--- config.mk ---
export PLATFORM = sky130hd
export DESIGN_NAME = regfile_write_arbiter
export DESIGN_NICKNAME = d
export VERILOG_FILES = /design/src/rtl/regfile_write_arbiter_pkg.sv /design/src/rtl/regfile_write_arbiter_wr_fifo.sv /design/src/rtl/regfile_write_arbiter.sv
export SDC_FILE = /design/constraint.sdc
export NUM_CORES = 1
export LEC_CHECK = 0
export BUFFER_PORTS_ARGS = -buffer_cell sky130_fd_sc_hd__buf_2
export CORE_UTILIZATION = 55
export CTS_BUF_LIST = sky130_fd_sc_hd__clkbuf_4
export DETAILED_ROUTE_END_ITERATION = 10
export HOLD_SLACK_MARGIN = 0.1
export PLACE_DENSITY = 0.78
export SLEW_MARGIN = 0
export SYNTH_ARGS = -nofsm -noshare
export SYNTH_HDL_FRONTEND = slang
export SYNTH_SLANG_ARGS = --single-unit
--- constraint.sdc ---
create_clock -name clock -period 5.4 [get_ports clock]
set_clock_uncertainty 0.15 [all_clocks]
set_input_delay 0.27 -clock clock [delete_from_list [all_inputs] [get_ports clock]]
set_output_delay 0.27 -clock clock [all_outputs]
set_load 0.05 [all_outputs]
--- src/rtl/regfile_write_arbiter_pkg.sv ---
// Shared types for the register-file write arbiter.
//
// V8 / V32       : register index and data word types.
// t_wr_arb       : arbitration state (NORMAL, FORCE_MEM).
// t_wr_entry     : one memory-return write, {rw, data}.
// WR_ENTRY_W     : packed width of t_wr_entry.
// WR_FIFO_SLOTS  : physical storage slots in the FIFO (largest legal DEPTH).

package regfile_write_arbiter_pkg;

    typedef logic [7:0]  V8;
    typedef logic [31:0] V32;

    typedef enum logic {
        NORMAL    = 1'b0,
        FORCE_MEM = 1'b1
    } t_wr_arb;

    typedef struct packed {
        V8  rw;
        V32 data;
    } t_wr_entry;

    localparam int WR_ENTRY_W    = $bits(t_wr_entry);
    localparam int WR_FIFO_SLOTS = 4;

endpackage

--- src/rtl/regfile_write_arbiter_wr_fifo.sv ---
// Memory-return FIFO for the register-file write arbiter.
//
// Parameters:
//   DEPTH      : usable entries, 1..4.
// Ports:
//   clock      : rising-edge clock.
//   reset      : synchronous active-high; empties the FIFO (contents discarded).
//   push       : write push_entry at the tail (ignored when full).
//   push_entry : entry to write, packed t_wr_entry.
//   pop        : drop the head entry (ignored when empty).
//   head       : current head entry (valid when !empty).
//   count      : occupancy, 0..DEPTH.
//   full       : count == DEPTH.
//   empty      : count == 0.
//
// A push only becomes visible at head after the edge that writes it, so
// there is no push-to-pop bypass.

module wr_fifo
    import regfile_write_arbiter_pkg::*;
#(
    parameter int DEPTH = 2
) (
    input  logic                  clock,
    input  logic                  reset,
    input  logic                  push,
    input  logic [WR_ENTRY_W-1:0] push_entry,
    input  logic                  pop,
    output logic [WR_ENTRY_W-1:0] head,
    output logic [2:0]            count,
    output logic                  full,
    output logic                  empty
);

    // Storage is sized for the largest legal DEPTH so the 2-bit pointers
    // index it exactly; only slots 0..DEPTH-1 are ever used.
    logic [WR_ENTRY_W-1:0] mem_q [WR_FIFO_SLOTS];
    logic [1:0]            wr_ptr_q, wr_ptr_d;
    logic [1:0]            rd_ptr_q, rd_ptr_d;
    logic [2:0]            count_q,  count_d;
    logic                  push_ok;
    logic                  pop_ok;

    localparam logic [1:0] LAST_PTR = 2'(DEPTH - 1);
    localparam logic [2:0] DEPTH_C  = 3'(DEPTH);

    // Pointers wrap straight from DEPTH-1 back to 0.
    function automatic logic [1:0] next_ptr(input logic [1:0] p);
        return (p == LAST_PTR) ? 2'd0 : p + 2'd1;
    endfunction

    assign full    = (count_q == DEPTH_C);
    assign empty   = (count_q == 3'd0);
    assign count   = count_q;
    assign head    = mem_q[rd_ptr_q];
    assign push_ok = push && !full;
    assign pop_ok  = pop && !empty;

    always_comb begin
        wr_ptr_d = wr_ptr_q;
        rd_ptr_d = rd_ptr_q;
        count_d  = count_q;
        if (push_ok) begin
            wr_ptr_d = next_ptr(wr_ptr_q);
        end
        if (pop_ok) begin
            rd_ptr_d = next_ptr(rd_ptr_q);
        end
        if (push_ok && !pop_ok) begin
            count_d = count_q + 3'd1;
        end else if (pop_ok && !push_ok) begin
            count_d = count_q - 3'd1;
        end
    end

    always_ff @(posedge clock) begin
        if (reset) begin
            wr_ptr_q <= 2'd0;
            rd_ptr_q <= 2'd0;
            count_q  <= 3'd0;
        end else begin
            wr_ptr_q <= wr_ptr_d;
            rd_ptr_q <= rd_ptr_d;
            count_q  <= count_d;
        end
    end

    // Data slots need no reset: occupancy decides what is valid.
    always_ff @(posedge clock) begin
        if (push_ok && !reset) begin
            mem_q[wr_ptr_q] <= push_entry;
        end
    end

endmodule

--- src/rtl/regfile_write_arbiter.sv ---
// Register-file write-port arbiter between the writeback stage and
// memory returns.
//
// Writeback writes normally win; memory returns queue in a small FIFO and
// take the port when writeback is idle, or when writeback has won
// STARVE_LIMIT consecutive grants while the FIFO was non-empty.
//
// Parameters:
//   DEPTH           : memory-return FIFO entries, 1..4.
//   STARVE_LIMIT    : max consecutive wb grants while the FIFO is non-empty (>= 1).
// Ports:
//   clock, reset    : rising-edge clock, synchronous active-high reset.
//   wb_write_enable : writeback write request; wb_rw / wb_data its payload.
//   wb_finished     : writeback stage holds FINISHED.
//   wb_stall        : wb request present but not taken this cycle.
//   mem_valid       : memory-return request; mem_rw / mem_data its payload.
//   mem_ready       : FIFO accepts an entry this cycle (independent of mem_valid).
//   rf_write_enable : registered register-file write strobe.
//   rf_rw, rf_data  : registered write address / data (hold when no write).
//   pending_count   : FIFO occupancy.
//   drained         : finished and no write queued or in flight.
//   dbg_arb_state_o : current arbitration state (t_wr_arb encoding).
//
// Handshake: a memory entry transfers on an edge where mem_valid && mem_ready;
// the requester holds mem_valid and its payload stable until then.
// The writeback write transfers on any edge where wb_write_enable && !wb_stall.

module regfile_write_arbiter
    import regfile_write_arbiter_pkg::*;
#(
    parameter int DEPTH        = 2,
    parameter int STARVE_LIMIT = 4
) (
    input  logic        clock,
    input  logic        reset,
    input  logic        wb_write_enable,
    input  logic [7:0]  wb_rw,
    input  logic [31:0] wb_data,
    input  logic        wb_finished,
    output logic        wb_stall,
    input  logic        mem_valid,
    input  logic [7:0]  mem_rw,
    input  logic [31:0] mem_data,
    output logic        mem_ready,
    output logic        rf_write_enable,
    output logic [7:0]  rf_rw,
    output logic [31:0] rf_data,
    output logic [2:0]  pending_count,
    output logic        drained,
    output logic        dbg_arb_state_o
);

    localparam int              SW        = $clog2(STARVE_LIMIT + 1);
    localparam logic [SW-1:0]   LIMIT     = SW'(STARVE_LIMIT);

    t_wr_arb         state_q,   state_d;
    logic [SW-1:0]   starve_q,  starve_d;
    logic            rf_we_q,   rf_we_d;
    V8               rf_rw_q,   rf_rw_d;
    V32              rf_data_q, rf_data_d;

    logic                  grant_wb;
    logic                  grant_mem;
    logic                  fifo_push;
    logic                  fifo_full;
    logic                  fifo_empty;
    logic [2:0]            fifo_count;
    logic [WR_ENTRY_W-1:0] fifo_head;
    t_wr_entry             head_entry;
    t_wr_entry             push_entry;

    assign push_entry = '{rw: mem_rw, data: mem_data};
    assign head_entry = t_wr_entry'(fifo_head);

    // mem_ready comes only from registered occupancy; it is forced high in
    // reset, where any push is dropped by the FIFO's own reset anyway.
    assign mem_ready = reset || !fifo_full;
    assign fifo_push = mem_valid && mem_ready && !reset;

    wr_fifo #(
        .DEPTH(DEPTH)
    ) u_wr_fifo (
        .clock     (clock),
        .reset     (reset),
        .push      (fifo_push),
        .push_entry(push_entry),
        .pop       (grant_mem),
        .head      (fifo_head),
        .count     (fifo_count),
        .full      (fifo_full),
        .empty     (fifo_empty)
    );

    // Arbitration: next state, grants and register-file write.
    // FORCE_MEM is held exactly when starve_q has reached LIMIT.
    always_comb begin
        grant_wb  = 1'b0;
        grant_mem = 1'b0;
        starve_d  = starve_q;
        state_d   = state_q;
        rf_we_d   = 1'b0;
        rf_rw_d   = rf_rw_q;
        rf_data_d = rf_data_q;

        if (!reset) begin
            if (!fifo_empty && (!wb_write_enable || state_q == FORCE_MEM)) begin
                grant_mem = 1'b1;
            end else if (wb_write_enable) begin
                grant_wb = 1'b1;
            end
        end

        // The starvation count only measures wb wins against a waiting entry.
        if (fifo_empty || grant_mem) begin
            starve_d = '0;
        end else if (grant_wb && starve_q != LIMIT) begin
            starve_d = starve_q + SW'(1);
        end
        state_d = (starve_d == LIMIT) ? FORCE_MEM : NORMAL;

        if (grant_mem) begin
            rf_we_d   = 1'b1;
            rf_rw_d   = head_entry.rw;
            rf_data_d = head_entry.data;
        end else if (grant_wb) begin
            rf_we_d   = 1'b1;
            rf_rw_d   = wb_rw;
            rf_data_d = wb_data;
        end
    end

    always_ff @(posedge clock) begin
        if (reset) begin
            state_q   <= NORMAL;
            starve_q  <= '0;
            rf_we_q   <= 1'b0;
            rf_rw_q   <= '0;
            rf_data_q <= '0;
        end else begin
            state_q   <= state_d;
            starve_q  <= starve_d;
            rf_we_q   <= rf_we_d;
            rf_rw_q   <= rf_rw_d;
            rf_data_q <= rf_data_d;
        end
    end

    assign wb_stall        = wb_write_enable && grant_mem;
    assign rf_write_enable = rf_we_q;
    assign rf_rw           = rf_rw_q;
    assign rf_data         = rf_data_q;
    assign pending_count   = fifo_count;
    assign drained         = wb_finished && (reset || (fifo_empty && !rf_we_q));
    assign dbg_arb_state_o = state_q;

endmodule

==> results.sh, run 1 <==
export IMPL_min_delay_path_class="in2reg"
export IMPL_cts_buffers=52
export IMPL_synth_top_area_share=0.585
export IMPL_cpPeakStageDelay_ns=0.81
export IMPL_dr_pass1_iters=4
export IMPL_powerDensity_nw_per_um2=441
export IMPL_vdd_ir_drop_max_v=0.000259
export IMPL_synth_top_area_cell="edfxtp_1"
export IMPL_ys_seq_area_frac=0.717
export IMPL_fillCellCount=943
export IMPL_stdcell_count=970
export IMPL_cp_start_kind="flop"
export IMPL_grt_max_degree=54
export IMPL_place_gp_congestion=0.752
export IMPL_grt_ovfl_total=0
export IMPL_syn_nets=595
export IMPL_maxCapViolCount=0
export IMPL_grt_pass1_vias=5656
export IMPL_setup_viol_count_final=0
export IMPL_max_slew_margin_rel=0.220
export IMPL_antenna_found_initial=0
export IMPL_fin_setup_tns_ns=0
export IMPL_synthFlopType="edfxtp_1"
export IMPL_clk_latency_ns=0.64
export IMPL_grt_first_pass_wirelength_microns=28800
export IMPL_dieArea_sq_um=15400
export IMPL_drv_slew=0
export IMPL_synthArstFlopShare=0
export IMPL_synth_edf_count=160
export IMPL_tightest_slew_ns=1.17
export IMPL_fin_ws_ns=1.58
export IMPL_cp_slowest_cell="nand2b_2"
export IMPL_fmax_mhz=262
export IMPL_place_hpwl_microns=10300
export IMPL_postRouteAntennaNets=0
export IMPL_final_cell_mix="edfxtp_1, buf_2, dlygate4sd3_1"
export IMPL_ys_types=34
export IMPL_post_cts_buffers=0
export IMPL_nNetsFinal=835
export IMPL_die_x_microns=124
export IMPL_drt_first_iter_violations=378
export IMPL_dr_total_vias=5488
export IMPL_leakagePower_nw=3.83
export IMPL_synth_area_per_cell_sq_um=16.2
export IMPL_pin_count=133
export IMPL_final_common_cell="edfxtp_1"
export IMPL_io_buffers=132
export IMPL_cp_top_family="simple AND/OR/NAND/NOR gates"
export IMPL_start_util=0.565
export IMPL_cts_clk_slew_worst_paths_ns=0.07
export IMPL_ys_ff_latch=214
export IMPL_die_y_microns=124
export IMPL_cts_sinks=214
export IMPL_antenna_cells=0
export IMPL_ys_warn_count=0
export IMPL_routed_wl_microns=19000
export IMPL_root_buffer="clkbuf_4"
export IMPL_required_ns=5.80
export IMPL_place_area_sq_um=9000
export IMPL_drive_above_1_share=0.344
export IMPL_hold_viol_final=0
export IMPL_cts_tree="done"
export IMPL_cp_max_fo=45
export IMPL_synthTopCellsByArea="edfxtp_1, dfxtp_1, mux4_2"
export IMPL_cts_buffer_depth=3
export IMPL_pre_cts_slack_ns=1.66
export IMPL_critPathCaptureType="flop"
export IMPL_syn_inst=506
export IMPL_placed_cells=791
export IMPL_syn2layout_area_growth_pct=28.0
export IMPL_rsz0062_at_grt="no"
export IMPL_detail_route_wl_per_cell_microns=19.6
export IMPL_htreeDepth=2
export IMPL_path_class="reg2reg"
export IMPL_drc=0
export IMPL_syn_area_sq_um=8210
export IMPL_period_needed_ns=3.82
export IMPL_status="finished clean"
export IMPL_vias_per_cell=5.66
export IMPL_postLayoutCellArea_sq_um=10500
export IMPL_fin_crit_sh=0.707
export IMPL_rows=44
export IMPL_worstPathBufferInverterCount=1
export IMPL_core_area_sq_um=14500
export IMPL_track_usage=0.258
export IMPL_crit_arrival_ns=4.22
export IMPL_path_cells="nand2b_2 > nand2_2 > or2_2 > ha_1 > inv_1 > fa_1 > xor2_1 > or3_1 > a21oi_1"
-- logic make-up (layout without fill, tap and decap cells) --
kind of cell             Yosys count  after routing  synth area share
flip-flops                       214            214             0.717
AND/OR/NAND/NOR                  110            110            0.0636
AO/OA/AOI/OAI                     88             88            0.0713
buffers and inverters             43            323            0.0236
multiplexers                      42             42             0.112
XOR/XNOR                           5              5           0.00534
adder cells (fa/ha/maj)            4              4           0.00701
-- layer usage --
metal	GRT usage	routed length (microns)
met5	0	0
met4	0.111	352
met3	0.0559	1140
met2	0.447	10000
met1	0.311	7460
-- metrics by stage --
stage               hold WS (ns)   util  total power, mW
finish                     0.219  0.723             4.64
floorplan                  0.219      -             3.05
detailed placement         0.282  0.620             3.34
global placement           0.255  0.620             3.30
CTS                        0.185  0.721             4.64
global route               0.195  0.723             4.86
-- power by group --
| part | total (mW) | internal (mW) | switching, mW |
|---|---|---|---|
| Combinational | 1.30 | 0.474 | 0.827 |
| Sequential | 2.08 | 1.92 | 0.163 |
| Clock | 1.26 | 0.640 | 0.617 |
| Total | 4.64 | 3.03 | 1.61 |
-- worst paths after layout --
check | startpoint | to | slack [ns] | cells after the start
max | dbg_arb_state_o$_SDFF_PP0_ | u_wr_fifo.count[2]$_SDFFE_PP0P_ | 1.58 | 9
min | mem_data[14] | u_wr_fifo.mem_q[2][14]$_DFFE_PP_ | 0.22 | 2
max reg2reg | dbg_arb_state_o$_SDFF_PP0_ | u_wr_fifo.count[2]$_SDFFE_PP0P_ | 1.58 | 9
min reg2reg | u_wr_fifo.rd_ptr_q[1]$_SDFFE_PP0P_ | flop | 0.29 | 2
-- layout make-up --
cell class | count | area, sq um | share of cell area
clock buffer | 75 | 563 | 0.0536
clock inverter | 19 | 73.8 | 0.00702
inverter | 6 | 22.5 | 0.00214
multi-input combinational | 249 | 2160 | 0.205
sequential | 214 | 5890 | 0.560
tap | 184 | 230 | 0.0219
timing repair buffer | 223 | 1570 | 0.150
-- registers in the layout, summed over array words and instances (netlist names), named ones only --
register	flops
u_wr_fifo.mem_q	160
rf_data	32
rf_rw	8
starve_q	3
u_wr_fifo.count	3
u_wr_fifo.rd_ptr_q	2
u_wr_fifo.wr_ptr_q	2
dbg_arb_state_o	1
rf_write_enable	1
-- Yosys cell counts, types with 2 or more instances --
| cell | number |
|---|---|
| xor2_1 | 3 |
| inv_1 | 6 |
| nor2_1 | 50 |
| buf_4 | 4 |
| buf_2 | 8 |
| and3_1 | 2 |
| nand3_1 | 40 |
| clkbuf_1 | 24 |
| and3b_1 | 2 |
| a21oi_1 | 41 |
| edfxtp_1 | 160 |
| dfxtp_1 | 54 |
| xnor2_1 | 2 |
| mux2i_1 | 2 |
| nor3b_1 | 4 |
| nand2_1 | 2 |
| a211oi_1 | 40 |
| or3_1 | 3 |
| nand2b_1 | 3 |
| ha_1 | 3 |
| mux4_2 | 40 |
-- timing repair --
item,in CTS,in global routing
hold buffers,84,0
gates resized for setup,0,0
endpoints found under the hold margin,208,0
Note: power is estimated with default switching activity, not from simulation.
==> inputs of run 2 (changes only) <==
CORE_UTILIZATION = 53   (was 55)
PLACE_DENSITY = 0.79   (was 0.78)
clock period = 3.22 ns   (was 5.4 ns; I/O delays follow)
==> run 2 against run 1 <==
Cell count is 8.2% higher. Flip-flop and latch count stayed put. Critical path depth is 2 lower. Register-to-register slack worse by 1.3 ns. Sequential power is 67% higher. First-iteration DRC count is 1.3% lower. Count of clock-buffer cells in the layout is 3 higher.
==> results.sh, run 2 (same netlist as run 1, synthesis figures left out) <==
export IMPL_root_buffer="clkbuf_4"
export IMPL_final_cell_mix="edfxtp_1, dlygate4sd3_1, buf_2"
export IMPL_drive_above_1_share=0.329
export IMPL_vias_per_cell=5.65
export IMPL_syn2layout_area_growth_pct=37.1
export IMPL_dr_pass1_iters=5
export IMPL_io_buffers=132
export IMPL_antenna_cells=0
export IMPL_nNetsFinal=909
export IMPL_fin_ws_ns=0.303
export IMPL_track_usage=0.269
export IMPL_grt_ovfl_total=0
export IMPL_pre_cts_slack_ns=0.604
export IMPL_leakagePower_nw=4.22
export IMPL_cts_buffers=52
export IMPL_cp_slowest_cell="dlygate4sd3_1"
export IMPL_max_slew_margin_rel=0.455
export IMPL_stdcell_count=1050
export IMPL_fin_crit_sh=0.906
export IMPL_fmax_mhz=343
export IMPL_vdd_ir_drop_max_v=0.000462
export IMPL_setup_viol_count_final=0
export IMPL_hold_viol_final=0
export IMPL_start_util=0.542
export IMPL_clk_latency_ns=0.65
export IMPL_critPathCaptureType="flop"
export IMPL_rsz0062_at_grt="no"
export IMPL_power_mw=8.13
export IMPL_cts_clk_slew_worst_paths_ns=0.07
export IMPL_antenna_found_initial=0
export IMPL_required_ns=3.63
export IMPL_fillCellCount=900
export IMPL_grt_first_pass_wirelength_microns=32500
export IMPL_die_x_microns=126
export IMPL_rows=45
export IMPL_routed_wl_microns=20800
export IMPL_cts_resized_gates=0
export IMPL_period_needed_ns=2.92
export IMPL_cp_start_kind="flop"
export IMPL_grt_max_degree=53
export IMPL_min_delay_path_class="in2reg"
export IMPL_largest_reg_flops=160
export IMPL_die_y_microns=126
export IMPL_place_gp_congestion=0.696
export IMPL_crit_arrival_ns=3.32
export IMPL_drc=0
export IMPL_cpMostUsedCell="buf_4"
export IMPL_grt_pass1_vias=6359
export IMPL_fin_setup_tns_ns=0
export IMPL_cp_max_fo=22
export IMPL_core_area_sq_um=15100
export IMPL_cpPeakStageDelay_ns=0.60
export IMPL_drt_first_iter_violations=373
export IMPL_dieArea_sq_um=16000
export IMPL_status="finished clean"
export IMPL_path_class="reg2reg"
export IMPL_path_cells="or3_2 > buf_4 > o21bai_4 > buf_4 > a21oi_1 > a211oi_1 > dlygate4sd3_1"
export IMPL_postLayoutCoreUtil=0.743
export IMPL_maxCapViolCount=0
export IMPL_placed_cells=805
export IMPL_tightest_slew_ns=0.818
export IMPL_cts_tree="done"
export IMPL_max_flop_register="u_wr_fifo.mem_q"
export IMPL_dr_total_vias=5933
export IMPL_cts_buffer_depth=3
export IMPL_drv_slew=0
export IMPL_detail_route_wl_per_cell_microns=19.8
export IMPL_postRouteAntennaNets=0
export IMPL_cts_sinks=214
export IMPL_place_hpwl_microns=10700
export IMPL_powerDensity_nw_per_um2=722
export IMPL_final_common_cell="edfxtp_1"
export IMPL_pin_count=133
export IMPL_htreeDepth=2
-- run 2: cell types whose count changed in the layout (fill, tap and decap cells not counted), sizes merged --
cell and delta:
dlygate4sd3 +62, buf +11, clkbuf +3, clkinv -1, o21bai +1
-- run 2: per-stage QoR --
stage	area (sq um)	hold WS [ns]
after global placement	9120	0.221
after global routing	11300	0.117
after floorplan	8220	0.110
after CTS	11200	0.100
final	11300	0.138
after detailed placement	9120	0.227
-- run 2: final timing paths --
path / from / to / slack, ns / cells past startpoint
setup / recovery: u_wr_fifo.count[0]$_SDFFE_PP0P_ / rf_data[0]$_SDFFE_PP0P_ / 0.30 / 7
hold / removal: mem_data[28] / u_wr_fifo.mem_q[3][28]$_DFFE_PP_ / 0.14 / 2
setup reg to reg: u_wr_fifo.count[0]$_SDFFE_PP0P_ / rf_data[0]$_SDFFE_PP0P_ / 0.30 / 7
hold reg to reg: u_wr_fifo.rd_ptr_q[1]$_SDFFE_PP0P_ / u_wr_fifo.rd_ptr_q[1]$_SDFFE_PP0P_ / 0.28 / 2
-- run 2: cell type report --
type                       instances  area, sq um  share of cell area
multi-input combinational        250         2170               0.193
clock inverter                    18         68.8             0.00611
clock buffer                      78          586              0.0520
sequential                       214         5890               0.523
tap                              188          235              0.0209
timing repair buffer             296         2280               0.203
inverter                           6         22.5             0.00200
-- run 2: where the power goes --
part | internal (mW) | switching [mW] | total (mW)
registers | 3.22 | 0.264 | 3.48
clock network | 1.11 | 1.05 | 2.16
logic | 0.989 | 1.50 | 2.49
-- run 2: per-layer routing --
layer,vias up,GRT usage,part of all wire
met5,-,0,0
met4,0,0.125,0.028
met3,54,0.0527,0.070
met2,301,0.479,0.52
met1,2920,0.315,0.38
li1,2658,-,-
-- run 2: critical path, delay by kind of cell, from the launching register on --
family / cells / cell delay, ns
buf+inv: 3 / 1.18
simple gates: 1 / 0.50
compound gates: 3 / 0.61
flops: 1 / 0.37
-- run 2: repair_timing --
| action | CTS | global route |
|---|---|---|
| buffers inserted | 0 | 2 |
| hold buffers | 146 | 0 |
| endpoints found under the hold margin | 214 | 0 |
| endpoints found under the setup margin | 0 | 21 |
